==> config.mk <==
export PLATFORM = sky130hd
export DESIGN_NAME = pipelined_controller
export DESIGN_NICKNAME = d
export VERILOG_FILES = /design/src/rtl/pipelined_controller.sv
export SDC_FILE = /design/constraint.sdc
export NUM_CORES = 1
export LEC_CHECK = 0
export ABC_AREA = 1
export CORE_MARGIN = 4
export CORE_UTILIZATION = 45
export CTS_BUF_LIST = sky130_fd_sc_hd__clkbuf_8
export DETAILED_ROUTE_END_ITERATION = 6
export HOLD_SLACK_MARGIN = 0.08
export PLACE_DENSITY = 0.82
export SYNTH_ARGS = -nofsm -noshare
export SYNTH_HDL_FRONTEND = slang
export SYNTH_SLANG_ARGS = --single-unit
==> constraint.sdc <==
create_clock -name clk -period 1.64 [get_ports clk]
set_input_delay 0.328 -clock clk [delete_from_list [all_inputs] [get_ports clk]]
set_output_delay 0.328 -clock clk [all_outputs]
set_load 0.005 [all_outputs]
==> src/rtl/pipelined_controller.sv <==
// pipelined_controller: ID decode plus ID/EX, EX/MEM, MEM/WB control pipeline
// with load-use stall, branch/jump flush and illegal-opcode pulse. Rev 1.0
`default_nettype none

module pipelined_controller #(
  parameter int INSTR_W = 32,
  parameter int ALUF_W  = 4,
  parameter int REG_W   = 5
) (
  input  logic               clk,
  input  logic               reset,
  input  logic [INSTR_W-1:0] instr,
  input  logic               instr_valid,
  input  logic               branch_condition,
  output logic               ex_alusrc,
  output logic [ALUF_W-1:0]  ex_alufunc,
  output logic               ex_regdest,
  output logic               mem_readdmem,
  output logic               mem_writedmem,
  output logic               wb_regwrite,
  output logic               wb_memtoreg,
  output logic               pcsrc,
  output logic               stall,
  output logic               flush,
  output logic               illegal
);

  typedef struct packed {
    logic              alusrc;
    logic [ALUF_W-1:0] alufunc;
    logic              regdest;
    logic              readdmem;
    logic              writedmem;
    logic              regwrite;
    logic              memtoreg;
    logic              branch;
    logic              jump;
  } ctrl_t;

  localparam logic [5:0] OP_MOVE = 6'b011010;
  localparam logic [5:0] OP_LD   = 6'b100001;
  localparam logic [5:0] OP_ST   = 6'b100010;
  localparam logic [5:0] OP_BR   = 6'b110100;

  logic [1:0]       cls;
  logic [5:0]       opcode;
  logic [5:0]       funct;
  logic [REG_W-1:0] rs;
  logic [REG_W-1:0] rt;
  ctrl_t            dec;
  logic             dec_illegal;
  logic             uses_rt;
  logic             hazard;
  logic             unused_instr;

  ctrl_t            id_ex;
  logic [REG_W-1:0] id_ex_rt;
  logic             ex_mem_readdmem;
  logic             ex_mem_writedmem;
  logic             ex_mem_regwrite;
  logic             ex_mem_memtoreg;
  logic             mem_wb_regwrite;
  logic             mem_wb_memtoreg;
  logic             illegal_q;

  assign cls          = instr[31:30];
  assign opcode       = instr[31:26];
  assign funct        = instr[5:0];
  assign rs           = REG_W'(instr[25:21]);
  assign rt           = REG_W'(instr[20:16]);
  assign unused_instr = ^instr;

  always_comb begin
    dec         = '0;
    dec_illegal = 1'b0;
    case (cls)
      2'b00: begin
        if (funct >= 6'd1 && funct <= 6'd10) begin
          dec.alufunc  = ALUF_W'(funct - 6'd1);
          dec.regdest  = 1'b1;
          dec.regwrite = 1'b1;
        end else begin
          dec_illegal = 1'b1;
        end
      end
      2'b01: begin
        if (opcode <= 6'b011001 || opcode == OP_MOVE) begin
          // MOVE maps to function 0; the arithmetic range maps linearly
          dec.alufunc  = (opcode == OP_MOVE) ? '0 : ALUF_W'(opcode - 6'b010000);
          dec.alusrc   = 1'b1;
          dec.regwrite = 1'b1;
        end else begin
          dec_illegal = 1'b1;
        end
      end
      2'b10: begin
        if (opcode == OP_LD) begin
          dec.alusrc   = 1'b1;
          dec.readdmem = 1'b1;
          dec.regwrite = 1'b1;
          dec.memtoreg = 1'b1;
        end else if (opcode == OP_ST) begin
          dec.alusrc    = 1'b1;
          dec.writedmem = 1'b1;
        end else begin
          dec_illegal = 1'b1;
        end
      end
      default: begin
        if (opcode <= 6'b110011) begin
          dec.branch = 1'b1;
        end else if (opcode == OP_BR) begin
          dec.jump = 1'b1;
        end else begin
          dec_illegal = 1'b1;
        end
      end
    endcase
    if (!instr_valid || dec_illegal) begin
      dec = '0;
    end
  end

  assign pcsrc   = id_ex.jump | (id_ex.branch & branch_condition);
  assign flush   = pcsrc;
  assign uses_rt = (cls == 2'b00) || (opcode == OP_ST);
  assign hazard  = instr_valid && id_ex.readdmem &&
                   ((id_ex_rt == rs) || (uses_rt && (id_ex_rt == rt)));
  assign stall   = hazard && !flush;

  always_ff @(posedge clk or negedge reset) begin
    if (!reset) begin
      id_ex            <= '0;
      id_ex_rt         <= '0;
      ex_mem_readdmem  <= 1'b0;
      ex_mem_writedmem <= 1'b0;
      ex_mem_regwrite  <= 1'b0;
      ex_mem_memtoreg  <= 1'b0;
      mem_wb_regwrite  <= 1'b0;
      mem_wb_memtoreg  <= 1'b0;
      illegal_q        <= 1'b0;
    end else begin
      id_ex            <= (flush || stall) ? '0 : dec;
      id_ex_rt         <= rt;
      ex_mem_readdmem  <= id_ex.readdmem;
      ex_mem_writedmem <= id_ex.writedmem;
      ex_mem_regwrite  <= id_ex.regwrite;
      ex_mem_memtoreg  <= id_ex.memtoreg;
      mem_wb_regwrite  <= ex_mem_regwrite;
      mem_wb_memtoreg  <= ex_mem_memtoreg;
      illegal_q        <= instr_valid && dec_illegal && !stall && !flush;
    end
  end

  assign ex_alusrc     = id_ex.alusrc;
  assign ex_alufunc    = id_ex.alufunc;
  assign ex_regdest    = id_ex.regdest;
  assign mem_readdmem  = ex_mem_readdmem;
  assign mem_writedmem = ex_mem_writedmem;
  assign wb_regwrite   = mem_wb_regwrite;
  assign wb_memtoreg   = mem_wb_memtoreg;
  assign illegal       = illegal_q;

endmodule

`default_nettype wire
==> results of run 1 <==
routing by layer:
metal | wire, um | vias to the layer above
li1 | - | 668
met1 | 1340 | 609
met2 | 1770 | 46
met3 | 202 | 12
met4 | 97 | 0
met5 | 0 | -
metrics by stage:
step                cell area (sq um)  setup TNS, ns  std cells  total power [mW]
detailed placement               1950          -6.65        265             0.850
floorplan                        1320              0        169             0.690
global route                     2130         -0.315        281              1.42
global placement                 1950          -5.82        265             0.844
CTS                              2090         -0.144        279              1.34
finish                           2130         -0.105        281              1.35
timing repair:
action / in CTS / in global routing
endpoints found under the setup margin: 15 / 15
pin swaps: 18 / 13
gates cloned: 0 / 0
buffers inserted: 10 / 2
gates resized for setup: 36 / 19
worst max path at each step:
stage	slack, ns	to	from	cells after the start
floorplan	0.22	stall	instr[30]	8
global placement	-0.68	stall	instr[31]	9
detailed placement	-0.73	stall	instr[31]	9
CTS	-0.14	stall	instr[23]	7
global route	-0.24	stall	id_ex_rt[0]	9
finish	-0.11	stall	instr[23]	7
sequential cells by signal, indices dropped and copies added, names as in the netlist:
register	flops
ex_alufunc	4
ex_alusrc	1
ex_mem_memtoreg	1
ex_mem_regwrite	1
ex_regdest	1
id_ex	5
id_ex_rt	5
illegal	1
mem_writedmem	1
wb_memtoreg	1
wb_regwrite	1
power by group:
group	internal, mW	total, mW	switching [mW]
registers	0.555	0.562	0.00719
logic	0.147	0.294	0.147
clock network	0.326	0.496	0.170
total	1.03	1.35	0.324
layout make-up:
| class | instances | share of cell area [%] |
|---|---|---|
| clock inverters | 1 | 1.41 |
| multi-input cells | 114 | 32.6 |
| repair buffers | 82 | 31.4 |
| clock buffers | 3 | 1.94 |
| well taps | 31 | 1.82 |
| flip-flops and latches | 22 | 25.9 |
| inverters | 28 | 4.94 |
critical path, cell delays in order:
cell	delay, ns
clkdlybuf4s50_1	0.48
xnor2_1	0.12
nand3_1	0.13
o21ai_2	0.08
nand2_2	0.08
nor2_2	0.08
buf_2	0.12
logic make-up (layout without fill, tap and decap cells):
logic type               count (synthesis)  in the layout  synth area share [%]
flip-flops                              22             22                  41.7
adder cells (fa/ha/maj)                  8              8                  7.58
AO/OA/AOI/OAI                            6              6                  2.94
buffers and inverters                   33            114                  10.8
AND/OR/NAND/NOR                         95             95                  33.7
XOR/XNOR                                 5              5                  3.31
placed cells by master, fill, tap and decap left out, types with 3 or more instances in the layout:
cell type / instances
nand2_1: 46
inv_2: 3
nand2_2: 5
clkbuf_2: 4
nor2_2: 11
ha_1: 7
clkdlybuf4s50_1: 18
xnor2_1: 3
nand3_2: 3
clkbuf_8: 3
dlygate4sd2_1: 13
dfrtp_1: 22
buf_4: 42
nor2_1: 14
buf_2: 3
nand3_1: 9
inv_1: 24
==> metrics, run 1 <==
Layout fillers=191; Final period util=106%; met1 Use GR=between 10% and 20%; cell count after synthesis=169; synth warn=0; Via density=around 4.8; area occupied by multi-input gates=about 700 sq um; met2 usage=30.7%; final hold violation count=0; Most used DFF post-synth=dfrtp_1; highest net fanout along the worst path=2; full die area=a little under 0.004 sq mm; Reg area=551 sq um; gr busiest metal=met2; # DRC=0; Post-CTS Hold Fix Bufs=0; clock skew after layout=0.00696 ns; CTS tree=yes; CP Launch Type=primary input; drt total wl=3410 um; clk slew on worst S/H paths=0.07 ns; initial antenna violation count=0; drt initial violations=35; layout cell share with drive strength beyond 1=34.4%; fin nets=between 200 and 300; final setup violation count=1; most numerous cell in the Yosys netlist=nand2_1; status=finished with violations; Peak Freq=roughly 0.57 GHz; number of I/O pins=50; Clock Root Buffer=clkbuf_8; WL/cell=12.1 um; Inserted Clock Buffers=3; worst hold start=instr[19]; met3 GRT Util=5.05%; std cell rows=19; Synth async-reset ratio=100%; Tot GR Track Use=17.3%; largest net degree at the start of global routing=23; PortBufs=39; WHS=0.346 ns; global-route wire length before repair=between 5000 and 6000 um; vias in the first global route=1324; top cells by count, synth=49 x nand2_1, 26 x inv_1, 22 x dfrtp_1; core footprint=0.00278 sq mm; Die H=62.2 um; Cell Area, Synth=~0.0013 sq mm; ANT nets after route=0; via count=1335; Hold EP=id_ex_rt[3]; Placer Congestion=0.865; MaxCap Viol Count=0; post-synthesis net count=between 200 and 250; Setup WS pre-CTS=-0.732 ns; post-synthesis sequential area ratio=41.7%; PD cells=635 mW/mm^2; synthesis-stage register bit count=22; Setup CP Type=primary input to output pin; final worst setup slack=-0.105 ns; initial core utilization=47.5%; clk buf depth=2; share of the synthesized area in the top cell type=41.7%; cell accounting for the most synthesized area=dfrtp_1; Hold Path Depth=1; min Tclk post-route=1.75 ns; Syn Area/Cell=7.82 sq um; H-tree depth=1; Max-slew headroom=81.9%; maximum VDD drop=between 0.0005 and 0.0006 V; Antenna diodes=0; Worst Tran Pin Value=about 0.27 ns; clock tree sinks=22; clk_lat worst skew=0.26 ns; fin util=between 70% and 80%; leakage=~1.2 nW; Die W=62.2 um; violated checks=setup timing; RSZ-0062 raised after global routing=yes; reg-to-reg endpoint=ex_alufunc[2]; post-DP HPWL=2340 um; Worst R2R Start=id_ex_rt[0]; Slew Limit Fails=0; Worst Path Arrival=1.42 ns; capturing element type of the critical path=output pin; class of the worst hold path=primary input to flop; top cells by area, synth=dfrtp_1 42%, nand2_1 14%, ha_1 7.6%, inv_1 7.4%, nor2_1 4.8%; Reg2Reg Depth=9; count of cell types in the netlist=22; Detailed Routing Iterations Pass 1=5; flop2flop setup slack=about 0.11 ns; P&R area growth vs syn=61.1%; worst endpoint required time=1.31 ns; GRT overflow=0; EDFF count, synth=0
Power figures use the tool's default switching activity.
==> run 2: changes to the inputs <==
- SETUP_SLACK_MARGIN: not set -> 0.3
==> metrics, run 2 (synthesis results as in run 1) <==
status=finished with violations (unchanged); violated checks=setup timing (unchanged); Die W=62.2 um (unchanged); flop2flop setup slack=0.02 ns (was 0.11 ns); highest net fanout along the worst path=2 (unchanged); MaxCap Viol Count=0 (unchanged); CP Launch Type=primary input (unchanged); Tot GR Track Use=19.9% (was 17.3%); Max-slew headroom=81.0% (was 81.9%); layout cell share with drive strength beyond 1=43.3% (was 34.4%); core footprint=0.00278 sq mm (unchanged); P&R area growth vs syn=72.0% (was 61.1%); Die H=62.2 um (unchanged); reg-to-reg endpoint=ex_alusrc (was ex_alufunc[2]); Worst R2R Start=id_ex[1] (was id_ex_rt[0]); Slew Limit Fails=0 (unchanged); drt total wl=4420 um (was 3410 um); maximum VDD drop=0.000641 V (was 0.000584 V); class of the worst hold path=primary input to flop (unchanged); initial antenna violation count=0 (unchanged); final setup violation count=1 (unchanged); Peak Freq=0.567 GHz (was 0.573 GHz); most common cell after layout, fill and taps aside=nand2_1 (unchanged); Setup CP Type=primary input to output pin (unchanged); number of I/O pins=50 (unchanged); drt initial violations=63 (was 35); Layout fillers=171 (was 191); final hold violation count=0 (unchanged); largest net degree at the start of global routing=23 (unchanged); post-DP HPWL=2660 um (was 2340 um); clk slew on worst S/H paths=0.08 ns (was 0.07 ns); Detailed Routing Iterations Pass 1=5 (unchanged); Inserted Clock Buffers=3 (unchanged); # DRC=0 (unchanged); DP Area=0.00202 sq mm (was 0.00195 sq mm); H-tree depth=1 (unchanged); worst endpoint required time=1.31 ns (about the same); Non-Filler Instances=278 (was 281); std cell rows=19 (unchanged); Hold EP=id_ex_rt[4] (was id_ex_rt[3]); Placer Congestion=0.824 (was 0.865); Worst Tran Pin Value=0.284 ns (was 0.272 ns); vias in the first global route=1422 (was 1324); Finished Cell Area=0.00227 sq mm (was 0.00213 sq mm); clock skew after layout=0.00726 ns (was 0.00696 ns); full die area=0.00387 sq mm (unchanged); fin nets=292 (was 295); ANT nets after route=0 (unchanged); global-route wire length before repair=6270 um (was 5590 um); PD cells=627 mW/mm^2 (was 635 mW/mm^2); worst hold start=instr[20] (was instr[19]); clock tree sinks=22 (unchanged); RSZ-0062 raised after global routing=yes (unchanged); fin util=81.7% (was 76.5%); Via density=5.04 (was 4.75); most frequent cells in the layout=38 x nand2_1, 33 x buf_4, 26 x dlygate4sd2_1, 22 x dfrtp_1, 18 x inv_1 (was 46 x nand2_1, 42 x buf_4, 24 x inv_1, 22 x dfrtp_1, 18 x clkdlybuf4s50_1); min Tclk post-route=1.76 ns (was 1.75 ns); CTS tree=yes (unchanged); Post-CTS Hold Fix Bufs=0 (unchanged); Hold Path Depth=1 (unchanged); PortBufs=39 (unchanged); Reg2Reg Depth=7 (was 9); cell count after placement=266 (was 265); leakage=1.23 nW (was 1.17 nW); initial core utilization=47.5% (unchanged); WL/cell=15.9 um (was 12.1 um); WHS=0.337 ns (was 0.346 ns); via count=1401 (was 1335); final worst setup slack=-0.123 ns (was -0.105 ns); Final period util=108% (was 106%); Antenna diodes=0 (unchanged); clk buf depth=2 (unchanged); capturing element type of the critical path=output pin (unchanged); clk_lat worst skew=0.27 ns (was 0.26 ns); GRT overflow=0 (unchanged); Worst Path Arrival=1.44 ns (was 1.42 ns); Clock Root Buffer=clkbuf_8 (unchanged)
==> run 2: cell count changes in the layout (fill, tap and decap cells not counted), moves of 4 or more <==
cell,previous run,this run
nand2_1,46,38
inv_2,3,7
nor2_1,14,8
dlygate4sd2_1,13,26
clkdlybuf4s50_1,18,5
buf_4,42,33
buf_6,1,9
inv_1,24,18
nand2_4,1,7
==> run 2: power by group <==
| part | leakage (nW) | switching, mW | internal [mW] |
|---|---|---|---|
| Sequential | 0.294 | 0.00678 | 0.555 |
| Clock | 0.0357 | 0.187 | 0.327 |
| Combinational | 0.903 | 0.185 | 0.164 |
| Total | 1.23 | 0.379 | 1.05 |
==> run 2: per-layer routing <==
layer | GRT usage, % | share of wire, %
met5 | 0 | 0
met4 | 8.40 | 3.6
met3 | 3.60 | 5.1
met2 | 38.2 | 54
met1 | 20.5 | 37
==> run 2: worst max-delay path by stage <==
stage	start	end	slack, ns	cells past startpoint
after floorplan	instr[30]	stall	0.27	8
after global placement	instr[31]	stall	-0.79	9
after detailed placement	instr[31]	stall	-0.83	9
after CTS	id_ex_rt[3]	stall	-0.13	9
after global routing	id_ex_rt[4]	stall	-0.26	9
final	instr[23]	stall	-0.12	7
==> run 2: worst max-delay path, stage by stage <==
cell and delay [ns]:
clkdlybuf4s50_1 0.48, xnor2_1 0.12, nand3_1 0.13, o21ai_2 0.09
nand2_2 0.07, nor2_2 0.09, buf_2 0.13
==> run 2: stage by stage <==
stage | setup TNS (ns) | setup slack [ns] | power [mW]
floorplan | 0 | 0.272 | 0.699
global placement | -6.47 | -0.789 | 0.860
detailed placement | -7.41 | -0.833 | 0.874
CTS | -0.131 | -0.131 | 1.38
global route | -0.423 | -0.257 | 1.47
finish | -0.123 | -0.123 | 1.42
==> run 2: what timing repair did <==
action	in CTS	in global routing
setup buffers	4	4
pin swaps	25	13
gates resized for setup	81	25
setup endpoints to repair	26	15
gates cloned	0	0
==> run 2: cell type report <==
cell class	count	area [sq um]	share of cell area, %
Inverter	28	124	5.45
Timing Repair Buffer	79	678	29.8
Multi-Input combinational cell	114	810	35.6
Clock inverter	1	30.0	1.32
Sequential cell	22	551	24.2
Clock buffer	3	41.3	1.82
Tap cell	31	38.8	1.71
